$ cat config.mk
export PLATFORM = sky130hd
export DESIGN_NAME = dc_ipu_filter_window
export DESIGN_NICKNAME = d
export VERILOG_FILES = /design/src/rtl/dc_ipu_filter_window.sv
export SDC_FILE = /design/constraint.sdc
export NUM_CORES = 1
export LEC_CHECK = 0
export ABC_AREA = 1
export CAP_MARGIN = 20
export CORE_ASPECT_RATIO = 0.5
export CORE_MARGIN = 5
export CORE_UTILIZATION = 39
export DETAILED_ROUTE_END_ITERATION = 10
export PLACE_DENSITY_LB_ADDON = 0.1
export SLEW_MARGIN = 20
export SYNTH_ARGS = -nofsm -noshare
export SYNTH_HDL_FRONTEND = slang
export SYNTH_SLANG_ARGS = --single-unit
$ cat constraint.sdc
create_clock -name clk -period 1.8 [get_ports clk]
set_input_delay 0.27 -clock clk [delete_from_list [all_inputs] [get_ports clk]]
set_output_delay 0.27 -clock clk [all_outputs]
set_load 0.05 [all_outputs]
$ cat src/rtl/dc_ipu_filter_window.sv
// -----------------------------------------------------------------------------
// dc_ipu_filter_window
//
// Upstream feeder of the bicubic filter core. A 4x4 texel window is built from
// a stream of 4-texel columns. Each weight transaction first shifts in the
// requested number of columns, then emits one {weights_matrix, texel_matrix}
// beat. Advance 0 re-uses the window (upscale). Advance 2..3 skips columns
// (downscale).
//
// Ports
//   clk            rising-edge clock
//   clr            synchronous active-high reset
//   col_valid/col_ready/col_texels/col_sol
//                  column stream; col_texels[r] is window row r, and col_sol
//                  marks the first column of a source line
//   w_valid/w_ready/w_weights/w_advance
//                  weight stream; w_advance is the number of columns to shift
//                  in before the beat is emitted
//   out_valid/out_ready
//                  output beat handshake with the filter core
//   weights_matrix registered weights, [row][col]
//   texel_matrix   registered window, [row][col], col 3 newest
// -----------------------------------------------------------------------------
module dc_ipu_filter_window #(
   parameter int WEIGHT_WIDTH = 10,
   parameter int COLOR_WIDTH  = 8,
   parameter int ADV_WIDTH    = 2
) (
   input  logic                                   clk,
   input  logic                                   clr,
   input  logic                                   col_valid,
   output logic                                   col_ready,
   input  logic [0:3][COLOR_WIDTH-1:0]            col_texels,
   input  logic                                   col_sol,
   input  logic                                   w_valid,
   output logic                                   w_ready,
   input  logic [0:3][0:3][WEIGHT_WIDTH-1:0]      w_weights,
   input  logic [ADV_WIDTH-1:0]                   w_advance,
   output logic                                   out_valid,
   input  logic                                   out_ready,
   output logic [0:3][0:3][WEIGHT_WIDTH-1:0]      weights_matrix,
   output logic [0:3][0:3][COLOR_WIDTH-1:0]       texel_matrix
);

   typedef enum logic [1:0] {
      S_IDLE  = 2'd0,
      S_SHIFT = 2'd1,
      S_EMIT  = 2'd2
   } state_t;

   state_t                                state_q, state_d;
   logic                                  primed_q, primed_d;
   logic [ADV_WIDTH-1:0]                  remaining_q, remaining_d;
   logic [0:3][0:3][COLOR_WIDTH-1:0]      win_q, win_d;
   logic [0:3][0:3][WEIGHT_WIDTH-1:0]     held_w_q, held_w_d;
   logic [0:3][0:3][WEIGHT_WIDTH-1:0]     wm_q, wm_d;
   logic [0:3][0:3][COLOR_WIDTH-1:0]      tm_q, tm_d;
   logic                                  out_valid_q, out_valid_d;

   logic                                  w_fire;
   logic                                  col_fire;
   logic                                  load;
   logic [ADV_WIDTH-1:0]                  adv_eff;

   // Readies depend on state only; forcing them low during clr makes sure no
   // handshake is reported in a cycle whose effects are discarded anyway.
   assign w_ready   = (state_q == S_IDLE)  && !clr;
   assign col_ready = (state_q == S_SHIFT) && !clr;

   assign w_fire   = w_valid   && w_ready;
   assign col_fire = col_valid && col_ready;

   // The output register may be (re)loaded when empty or when its current
   // beat is being taken this very cycle, which gives back-to-back beats.
   assign load = (state_q == S_EMIT) && (!out_valid_q || out_ready);

   // An unprimed window holds no real texels, so at least one column is
   // consumed before the first beat even when advance is 0.
   assign adv_eff = (primed_q || (w_advance != '0)) ? w_advance
                                                    : ADV_WIDTH'(1);

   // NOTE: every signal driven here gets a default first, so no path through
   // the block leaves it unassigned and no latch is inferred.
   always_comb begin
      state_d     = state_q;
      primed_d    = primed_q;
      remaining_d = remaining_q;
      win_d       = win_q;
      held_w_d    = held_w_q;
      wm_d        = wm_q;
      tm_d        = tm_q;
      out_valid_d = out_valid_q;

      if (out_ready) begin
         out_valid_d = 1'b0;
      end

      unique case (state_q)
         S_IDLE: begin
            if (w_fire) begin
               held_w_d    = w_weights;
               remaining_d = adv_eff;
               state_d     = (adv_eff == '0) ? S_EMIT : S_SHIFT;
            end
         end

         S_SHIFT: begin
            if (col_fire) begin
               for (int r = 0; r < 4; r++) begin
                  if (col_sol) begin
                     // Start of a source line: replicate the edge column so
                     // the filter sees a clamped border.
                     for (int c = 0; c < 4; c++) begin
                        win_d[r][c] = col_texels[r];
                     end
                  end else begin
                     for (int c = 0; c < 3; c++) begin
                        win_d[r][c] = win_q[r][c+1];
                     end
                     win_d[r][3] = col_texels[r];
                  end
               end
               primed_d    = 1'b1;
               remaining_d = remaining_q - ADV_WIDTH'(1);
               if (remaining_q == ADV_WIDTH'(1)) begin
                  state_d = S_EMIT;
               end
            end
         end

         S_EMIT: begin
            if (load) begin
               tm_d        = win_q;
               wm_d        = held_w_q;
               out_valid_d = 1'b1;
               state_d     = S_IDLE;
            end
         end

         default: begin
            state_d = S_IDLE;
         end
      endcase
   end

   // NOTE: state is updated with non-blocking assignments so every flop
   // samples its _d value from before the edge, independent of statement order.
   always_ff @(posedge clk) begin
      if (clr) begin
         state_q     <= S_IDLE;
         primed_q    <= 1'b0;
         remaining_q <= '0;
         win_q       <= '0;
         held_w_q    <= '0;
         wm_q        <= '0;
         tm_q        <= '0;
         out_valid_q <= 1'b0;
      end else begin
         state_q     <= state_d;
         primed_q    <= primed_d;
         remaining_q <= remaining_d;
         win_q       <= win_d;
         held_w_q    <= held_w_d;
         wm_q        <= wm_d;
         tm_q        <= tm_d;
         out_valid_q <= out_valid_d;
      end
   end

   assign out_valid      = out_valid_q;
   assign weights_matrix = wm_q;
   assign texel_matrix   = tm_q;

endmodule

Word-level counts from Yosys, hierarchy flattened
Cells that the tools add are included.
- add/subtract/negate cells: 1
- equality and inequality tests: 7
- multiplexer cells: 17
- reduce and logical (&&, ||, !) cells: 18
- operators with widths (operator ; count):
    $mux 32 ; 4
    $mux 2 ; 8
    $ne 2x2->1 const B ; 3
    $pmux 2 s3 ; 1
    $reduce_and 2->1 ; 3
    $logic_and 1x1->1 ; 5
    $eq 2x1->1 const B ; 2
    $logic_not 2->1 ; 2
    $pmux 2 s2 ; 1
    $reduce_and 4->1 ; 1
    $reduce_bool 2->1 ; 2
    $mux 1 ; 3
    $reduce_and 3->1 ; 1
    $eq 2x2->1 const B ; 1
    $logic_not 1->1 ; 2
    $logic_or 1x1->1 ; 2
    $ne 2x1->1 const B ; 1
    $sub 2x1->2 const B ; 1
- register bits: 582
- input port bits: 200
- output and inout bits: 291
- logic and storage cells: 111

Logic depth before layout (Yosys ltp)
Gate-level depths: netlist of run 1.
- word-level depth: 7
- mapped depth: 9
- mapped depth without buffers: 9

Least setup slack after synthesis of run 1
Ideal clock, no wire load.
- path kind: reg-to-reg
- from: register state_q[0]
- to: register win_q[13] (netlist bit)
- arrival time: 1.612 ns
- data required time: 1.684 ns
- path slack: 0.073 ns
- stages on the path, launching flop included: 8
- buffers on the path: 2
- cell sequence: dfxtp_1 nand2_1 nor2_2 nand2_2 buf_4 buf_2 o21ai_0 nor2_1
- cells in the longest elaborated chain, start to end: 4
- RTL lines (what ; line ; source):
    from (decl) ; 51 ; state_t state_q, state_d;
    from (signal assigned) ; 159 ; state_q <= state_d;
    $eq 2x1->1 ; 68 ; assign col_ready = (state_q == S_SHIFT) && !clr;
    $logic_and 1x1->1 ; 68 ;
    net col_ready ; 32 ; output logic col_ready,
    $logic_and 1x1->1 ; 71 ; assign col_fire = col_valid && col_ready;
    $reduce_and 2->1 (no source line) ; -- ;
    to (signal assigned) ; 162 ; win_q <= win_d;
    to (decl) ; 54 ; logic [0:3][0:3][COLOR_WIDTH-1:0] win_q, win_d;
The timed path passes the listed nets, and every way through them passes these cells.
A chain may end at the register's enable or synchronous reset.

Worst setup path in the final report of run 1
- from: register tm_q (netlist bit texel_matrix[93])
- to: output port texel_matrix[93] (netlist bit)
- RTL lines (what ; line ; source):
    from (decl) ; 57 ; logic [0:3][0:3][COLOR_WIDTH-1:0] tm_q, tm_d;
    from (signal assigned) ; 165 ; tm_q <= tm_d;
    to (decl) ; 42 ; output logic [0:3][0:3][COLOR_WIDTH-1:0] texel_matrix
No word-level cell between the ends.

==> run metrics, run 1 <==
GPL Wtd Cong approximately 0.8; Worst EP required between 1.5 and 2 ns; top cells by area, synth dfxtp_1 56%, o21ai_0 13%, nor2_1 11%; clock root cell clkbuf_16; Synth cell types 21; Tcrit/Tclk final 0.971; Worst-path clk slew about 0.060 ns; clock power share 0.313; Non-Filler Instances about 3800; status finished clean; Sw Share 0.337; cell with the most instances after synthesis nor2_1; sequential share of the synthesized area 0.562; 1st-pass router iterations 5; Final Hold Vio Count 0; critical path's top delay family buffers and inverters; Mapped Nets 2880; share of the synthesized area in the top cell type 0.562; clock skew ~0.012 ns; Critical path buffers and inverters 1; CP arrival about 1.5 ns; Longest Clk Path Bufs 3; IO Port Bufs between 400 and 500; maximum VDD drop ~0.60 mV; worst hold path depth 4; post-route ant nets 0; crit start category register; Synth Instances ~2700; critical path capture point type primary output; first-pass GRT wire length slightly below 100 mm; Post-synth EDFFs 0; WL/cell approximately 16 um; Yosys top cell by area dfxtp_1; Logic pwr share 0.264; HP Class input port to register; initial antenna violation count 2; critical path fanouts, max 2; post-layout util 0.535; layout cells sized above 1 0.105; fin area 28000 um^2; Commonest cells post-synth 609 x nor2_1, 582 x dfxtp_1, 558 x o21ai_0, 443 x nand2_1, 122 x a21oi_1; Rows just under 60; CP Class register to primary output; io pins a little under 500; largest net degree at the start of global routing 104; CTS tree built; Simple-Gate Fraction of Synth Area 0.194; cells on worst reg2reg path 7; Syn-to-layout area delta 35.1%; final WL 60.8 mm; synthesized area per cell 7.73 um^2; Tot GR Track Use 0.200; post-synthesis mux area share 0; Seq pwr share 0.423; worst-margin pin slew around 0.53 ns; Die Ht approximately 170 um; switching power about 13 mW; Top FF cell, synth dfxtp_1; f_max approximately 0.57 GHz; critical-path cell list clkdlybuf4s15_1; TNS Setup 0 ns; vias in the first global route roughly 17000; # fillers approximately 5100; Crit path depth 1; die width roughly 340 um; synthesized cell area between 20000 and 25000 um^2; Synth warnings 0; via count between 15000 and 20000; Power Internal approximately 25 mW; core area 52300 um^2; max-slew violation total from the final report 0; final setup vio count 0; grt total ovfl 0; post-synthesis compound-gate area fraction 0.183; CTS Buf Count 52; clk_lat worst skew between 0.5 and 0.6 ns; DP Area roughly 26000 um^2; Synth Area in Adders 0.000604; dpl cells roughly 3700; largest family of logic cells by synthesized area simple AND/OR/NAND/NOR gates; LEAKAGE between 10 and 15 nW; min Tclk post-route 1.75 ns; Max-slew headroom 0.647; MaxCap Viol Count 0; Seq cells post-synth just under 600; post-DP HPWL around 41 mm; Power Density 1340 nW/um^2; Worst path slowest cell clkdlybuf4s15_1; Crit path largest cell delay 0.53 ns; unrepaired setup endpoints after global routing false; xor/xnor share of the synthesized area 0; clock sink count a little under 600; Starting Density 0.396; Vias/cell 4.76; ys async rst share 0; drt drc 0; number of DRC markers in iteration 0 between 900 and 1000; NumNets Final 3300; H-tree depth 2; DIE AREA roughly 58000 um^2
## final timing paths
kind                            startpoint                            end  slack, ns
max          texel_matrix[93]$_SDFFE_PP0P_               texel_matrix[93]       0.05
min                                col_sol         win_q[15]$_SDFFE_PP0P_       0.24
max reg2reg        state_q[1]$_SDFFE_PP0P_  texel_matrix[68]$_SDFFE_PP0P_       0.18
min reg2reg      held_w_q[14]$_SDFFE_PP0P_      held_w_q[14]$_SDFFE_PP0P_       0.47
## registers in the layout, indices dropped and copies added (netlist names)
register,cells
weights_matrix,160
out_valid,1
win_q,128
state_q,2
texel_matrix,128
held_w_q,160
remaining_q,2
primed_q,1
## logic make-up (layout without fill, tap and decap cells)
family,Yosys count,after routing
flops,582,582
fa+ha+maj,1,1
other cells,0,2
simple gates,1062,1062
compound gates,757,757
buf+inv,277,734
## area by class of cell
class,instances,area (um^2),area share
Clock inverter,20,304,0.0109
Sequential cell,582,11700,0.416
Inverter,74,293,0.0105
Clock buffer,71,1480,0.0530
Tap cell,701,877,0.0313
Multi-Input combinational cell,1820,7860,0.281
Timing Repair Buffer,569,5510,0.197
Antenna cell,2,5.00,0.000179
## per-stage QoR
stage	hold slack [ns]	total power [mW]	setup slack, ns
after global routing	0.226	39.6	0.000308
after floorplan	0.342	22.7	0.0726
after global placement	0.457	26.3	-0.247
after CTS	0.205	38.0	-0.00906
final	0.240	37.6	0.0519
after detailed placement	0.462	26.4	-0.306
## metal layers
| layer | GRT usage | up-vias | part of all wire |
|---|---|---|---|
| met5 | 0 | - | 0 |
| met4 | 0.0622 | 0 | 0.030 |
| met3 | 0.0327 | 91 | 0.036 |
| met2 | 0.357 | 287 | 0.50 |
| met1 | 0.249 | 8392 | 0.43 |
| li1 | - | 9491 | - |
## cells in the final DEF (no fill, tap or decap), types with 54 or more instances in the layout
cell,n
a21oi_1,122
buf_4,183
clkbuf_16,54
clkdlybuf4s50_1,198
dfxtp_1,580
dlygate4sd2_1,132
inv_1,68
nand2_1,442
nor2_1,608
o21ai_0,558
o21ai_1,76
## power by group through the flow
stage | sequential [mW] | clock, mW | combinational [mW]
after global placement | 16.2 | 0 | 10.1
final | 15.9 | 11.8 | 9.93
after global routing | 16.2 | 12.7 | 10.8
after detailed placement | 16.2 | 0 | 10.2
after floorplan | 19.1 | 0 | 3.58
after CTS | 15.9 | 12.1 | 10.0
## repair_timing
item / 4_1_cts / 5_1_grt
hold buffers: 0 / 0
cloned: 0 / 1
endpoints found under the hold margin: 0 / 0
pin swaps: 2 / 1
setup endpoints to repair: 173 / 20
resized for setup: 153 / 11
buffers inserted: 4 / 0
Note: power is estimated with default switching activity, not from simulation.
==> inputs of run 2 (changes only) <==
- CAP_MARGIN: 20 -> 0
- CTS_CLUSTER_SIZE: not set -> 12
==> run metrics, run 2 (same netlist as run 1, synthesis figures left out) <==
via count 18274; met3 usage 0.0324; Rows a little under 60; post-route ant nets 0; max-slew violation total from the final report 0; Critical path buffers and inverters 1; Final Hold Vio Count 0; Power Internal approximately 24 mW; LEAKAGE 12.4 nW; post-layout util 0.530; f_max ~0.57 GHz; final WL about 61 mm; power consumption around 36 mW; die width approximately 340 um; worst hold path depth 4; clock root cell clkbuf_16; Worst-path clk slew roughly 0.060 ns; GPL Wtd Cong ~0.81; critical-path cell list dlygate4sd2_1; fin area ~28000 um^2; cells on worst reg2reg path 9; Worst EP required between 1.5 and 2 ns; Sw Share 0.345; 1st-pass router iterations 5; IO Port Bufs 490; met2 usage in global routing 0.368; NumNets Final around 3300; largest net degree at the start of global routing 104; critical path fanouts, max 2; clock power share 0.288; Longest Clk Path Bufs 3; Logic pwr share 0.274; commonest non-fill, non-tap cell in the layout nor2_1; switching power about 13 mW; Die Ht 173 um; CTS Buf Count between 50 and 60; clock skew about 0.012 ns; number of DRC markers in iteration 0 1065; r2r endpoint weights_matrix[114]$_SDFFE_PP0P_; Worst path slowest cell dlygate4sd2_1; Seq pwr share 0.438; unrepaired setup endpoints after global routing false; layout cells sized above 1 0.0992; H-tree depth 2; Syn-to-layout area delta 33.9%; core area around 52000 um^2; Starting Density 0.396; Tcrit/Tclk final 0.971; status finished clean; initial antenna violation count 1; CP Class register to primary output; GR peak layer met2; WL/cell 16.0 um; critical path's top delay family buffers and inverters; clk_lat worst skew between 0.5 and 0.6 ns; MaxCap Viol Count 0; clock sink count between 500 and 600; Post-CTS Hold Fix Bufs 0; maximum VDD drop around 0.61 mV; drt drc 0; Crit Reg-Reg Startpoint state_q[1]$_SDFFE_PP0P_; grt total ovfl 0; FF-to-FF setup slack about 0.20 ns; Max-slew headroom 0.647; Hold Path Origin col_sol; io pins slightly below 500; final setup vio count 0; DIE AREA 58100 um^2; M1 GR Usage 0.252; critical path capture point type primary output; vias in the first global route 17283; DP Area about 26000 um^2; Vias/cell ~4.8; Tot GR Track Use 0.201; post-DP HPWL slightly above 40 mm; CP arrival between 1 and 1.5 ns; Power Density between 1000 and 1500 nW/um^2; # fillers between 5000 and 6000; worst-margin pin slew 0.531 ns; HP Class input port to register; commonest cells after routing, fill and taps aside 608 x nor2_1, 580 x dfxtp_1, 558 x o21ai_0; Crit path largest cell delay between 0.5 and 0.6 ns; worst hold path endpoint win_q[15]$_SDFFE_PP0P_; CTS tree built; first-pass GRT wire length roughly 97 mm; min Tclk post-route ~1.7 ns; crit start category register
[run 2: final cells by class]
type	count	area, um^2	share of cell area
diodes	1	2.50	0.0000903
clock buffers	69	1500	0.0542
clock inverters	1	5.00	0.000181
inverters	74	293	0.0106
multi-input cells	1820	7860	0.284
flip-flops and latches	582	11700	0.420
well taps	701	877	0.0316
repair buffers	569	5530	0.200
[run 2: metal layers]
| metal | share of wire | vias up | routed length (um) |
|---|---|---|---|
| met3 | 0.036 | 68 | 2210 |
| met1 | 0.44 | 8456 | 26600 |
| met2 | 0.51 | 267 | 31400 |
| met4 | 0.016 | 0 | 948 |
| met5 | 0 | - | 0 |
| li1 | - | 9483 | - |
[run 2: per-stage QoR]
step | hold slack, ns | setup slack, ns | instances | setup TNS, ns
after global routing | 0.223 | 0.000211 | 3817 | 0
after CTS | 0.203 | 0.000308 | 3815 | 0
after detailed placement | 0.462 | -0.306 | 3741 | -54.54
final | 0.229 | 0.0523 | 3817 | 0
after global placement | 0.457 | -0.247 | 3741 | -46.27
after floorplan | 0.342 | 0.0726 | 2679 | 0
[run 2: worst max-delay path by stage]
stage / from / end / cells past startpoint
after detailed placement: out_ready / texel_matrix[118]$_SDFFE_PP0P_ / 6
after floorplan: state_q[0]$_SDFFE_PP0P_ / win_q[13]$_SDFFE_PP0P_ / 7
final: texel_matrix[0]$_SDFFE_PP0P_ / texel_matrix[0] / 1
after global placement: out_ready / texel_matrix[98]$_SDFFE_PP0P_ / 6
after global routing: texel_matrix[52]$_SDFFE_PP0P_ / texel_matrix[52] / 1
after CTS: weights_matrix[73]$_SDFFE_PP0P_ / weights_matrix[73] / 1
[run 2: power by group through the flow]
stage          registers [mW]  logic (mW)  clock network, mW
5_1_grt                  16.2        10.8               11.3
3_5_place_dp             16.2        10.2                  0
3_3_place_gp             16.2        10.1                  0
6_report                 15.9        9.95               10.5
4_1_cts                  15.9        10.0               10.8
2_1_floorplan            19.1        3.58                  0
[run 2: timing repair]
| item | in CTS | in global routing |
|---|---|---|
| buffers inserted | 4 | 0 |
| pin swaps | 2 | 1 |
| endpoints found under the setup margin | 162 | 13 |
| hold endpoints to repair | 0 | 0 |
| gates resized for setup | 158 | 11 |
| cloned | 0 | 1 |
==> edit: new RTL, flow settings as in run 1 <==
The parameter `WEIGHT_WIDTH` goes from 10 to 9.
--- a/src/rtl/dc_ipu_filter_window.sv
+++ b/src/rtl/dc_ipu_filter_window.sv
@@ -22,7 +22,7 @@
 //   texel_matrix   registered window, [row][col], col 3 newest
 // -----------------------------------------------------------------------------
 module dc_ipu_filter_window #(
-   parameter int WEIGHT_WIDTH = 10,
+   parameter int WEIGHT_WIDTH = 9,
    parameter int COLOR_WIDTH  = 8,
    parameter int ADV_WIDTH    = 2
 ) (
Ports: changed (resized w_weights and weights_matrix); port bits go from 491 to 459. No check against the original RTL was run, so the function may have changed too.
==> edit against run 1 <==
Sequential share of layout area down 0.066 points. Routed wire length down 4.5%. Sequential cell count down 32. Final area down 5.3%. Synthesized area down 5.4%. Power up 26%. Maximum frequency up 0.23%. Largest cell class unchanged. First-iteration DRC count up 5.4%. Clock skew up 0.0075 ns. Global-route usage about the same. Largest power group is now combinational cells. Worst setup slack better by 0.0040 ns. Clock power down 10%. Cell count down 5.1%.
==> edit: results (changes against run 1) <==
stage	metric	value	unit	change
hold_path	whs_endpoint	held_w_q[53]		
clock_network	clock-root-buffer	clkbuf_16		
finish	fillers	4916		-3.9%
worst_setup_path	cp_slowest_stage_delay	0.55	ns	+0.02 ns
sta	finClkSkew	0.0194	ns	+0.00750 ns
clock_network	cts_buffers	49		-5.8%
worst_setup_path	r2r_cells	8		+1
detailed_routing	drt_iter0_drc	1051		+5.4%
worst_setup_path	crit_slowest_cell	dlygate4sd2_1		
hold_path	min_from	w_weights[53]		
place	post-dp-hpwl	40000	microns	-2.6%
place	routabilityCongestion	0.784		-2.8%
global_route	first_global_vias	16000		-7.5%
clock_network	clockBufferDepth	3		unchanged
worst_setup_path	r2r_end	win_q[100]		
yosys	yosysUniqueCellTypes	21		unchanged
global_route	met3_usage	3.53	%	+0.27 points
global_route	gr-usage-met1	25.2	%	+0.27 points
yosys	synthFlopType	dfxtp_1		
clock_network	clk_pin_slew	0.07	ns	
yosys	yosysWarnings	0		unchanged
global_route	grt_usage	20.0	%	-0.048 points
global_route	grt_pass1_wl	90400	microns	-6.3%
global_route	grt_busiest_layer	met2		
detailed_routing	drt_first_pass_iters	5		unchanged
yosys	synthArstFlopShare	0	%	unchanged
yosys	synthTopCellsByArea	dfxtp_1, o21ai_0, nor2_1		
sta	timing.hold.ws	0.268	ns	+0.0279 ns
place	numPortBuffers	458		-6.5%
power	max-vdd-ir-drop	726	uV	+21%
outcome	status	complete, no violations		
yosys	synthTopCellsByCount	o21ai_0, nor2_1, dfxtp_1, nand2_1, a21oi_1		
global_route	use_met2	35.9	%	+0.29 points
worst_setup_path	crit_family	buffers and inverters		
detailed_routing	wire_per_inst	15.9	microns	+0.62%
detailed_routing	vias_per_cell	4.76		+0.11%
yosys	yosysSeqAreaShare	56.2	%	about the same
global_route	grt_max_degree	102		-1.9%
power	p_leak	0.0117	uW	-6.9%
finish	drive_gt1_share	10.5	%	about the same
finish	fin_nets	3129		-5.2%
sta	relSlewSlack	65.0	%	+0.32 points
worst_setup_path	crit_path_max_fanout	2		unchanged
global_route	antenna_found_initial	4		+2
worst_setup_path	cp.arrival	1.47	ns	
yosys	synth_nets	2724		-5.4%
hold_path	min_path_cells	3		-1
edit: cell count changes after synthesis, moves of 18 or more:
cell,run 1,this run
o21ai_1,76,3
o21ai_0,558,600
dfxtp_1,582,550
nand2_1,443,411
nor2_1,609,578
buf_2,111,85
clkbuf_1,72,90
edit: layout make-up:
| cell class | instances | area (sq um) | area share (%) |
|---|---|---|---|
| clock inverters | 19 | 178 | 0.671 |
| diodes | 4 | 10.0 | 0.0378 |
| flip-flops and latches | 550 | 11000 | 41.6 |
| repair buffers | 546 | 5300 | 20.0 |
| multi-input cells | 1724 | 7440 | 28.1 |
| inverters | 73 | 287 | 1.08 |
| clock buffers | 69 | 1430 | 5.40 |
| well taps | 660 | 826 | 3.12 |
edit: cells by family (layout without fill, tap and decap cells):
group / count (synthesis) / in the layout / share of synthesized area (%)
compound gates: 726 / 726 / 18.6
fa+ha+maj: 1 / 1 / 0.0638
buf+inv: 265 / 707 / 5.93
flops: 550 / 550 / 56.2
other cells: 0 / 4 / 0
simple gates: 997 / 997 / 19.3
edit: per-layer routing:
layer | share of wire, % | routed length [microns]
met2 | 51 | 29500
met5 | 0 | 0
met3 | 3.6 | 2080
met1 | 44 | 25400
met4 | 1.8 | 1060
edit: per-stage QoR:
| stage | total power [uW] | instances | worst slack, ns | cell area [sq um] | util (%) |
|---|---|---|---|---|---|
| 6_report | 47600 | 3645 | 0.0560 | 26500 | 53.1 |
| 5_1_grt | 50100 | 3645 | 0.00108 | 26500 | 53.1 |
| 4_1_cts | 48100 | 3640 | 0.00218 | 26500 | 53.0 |
| 3_5_place_dp | 38200 | 3552 | -0.132 | 25000 | 50.1 |
| 3_3_place_gp | 38100 | 3552 | -0.0946 | 25000 | 50.1 |
| 2_1_floorplan | 30500 | 2539 | 0.0612 | 19600 | - |
edit: timing repair:
item	CTS	global route
setup endpoints to repair	150	37
pin swaps	0	1
gates resized for setup	152	15
buffers inserted	0	1
edit: worst min-delay path: cells and delay by family:
family | cells | cell delay [ns]
AOI/OAI and AO/OA | 1 | 0.07
buffers and inverters | 1 | 0.40
and+or+nand+nor | 1 | 0.06
edit: worst max-delay path by stage:
stage	from	to	slack, ns	depth (start not counted)
2_1_floorplan	state_q[0]	win_q[32]	0.06	7
3_3_place_gp	out_ready	texel_matrix[75]	-0.09	7
3_5_place_dp	out_ready	texel_matrix[85]	-0.13	7
4_1_cts	texel_matrix[47]	texel_matrix[47]	0.002	1
5_1_grt	texel_matrix[54]	texel_matrix[54]	0.001	1
6_report	texel_matrix[8]	texel_matrix[8]	0.06	1
edit: power by group:
group          total (uW)  internal, uW  switching, uW
registers           17600         15700           1840
clock network       10600          5970           4650
logic               19400          5390          14000
total               47600         27100          20500
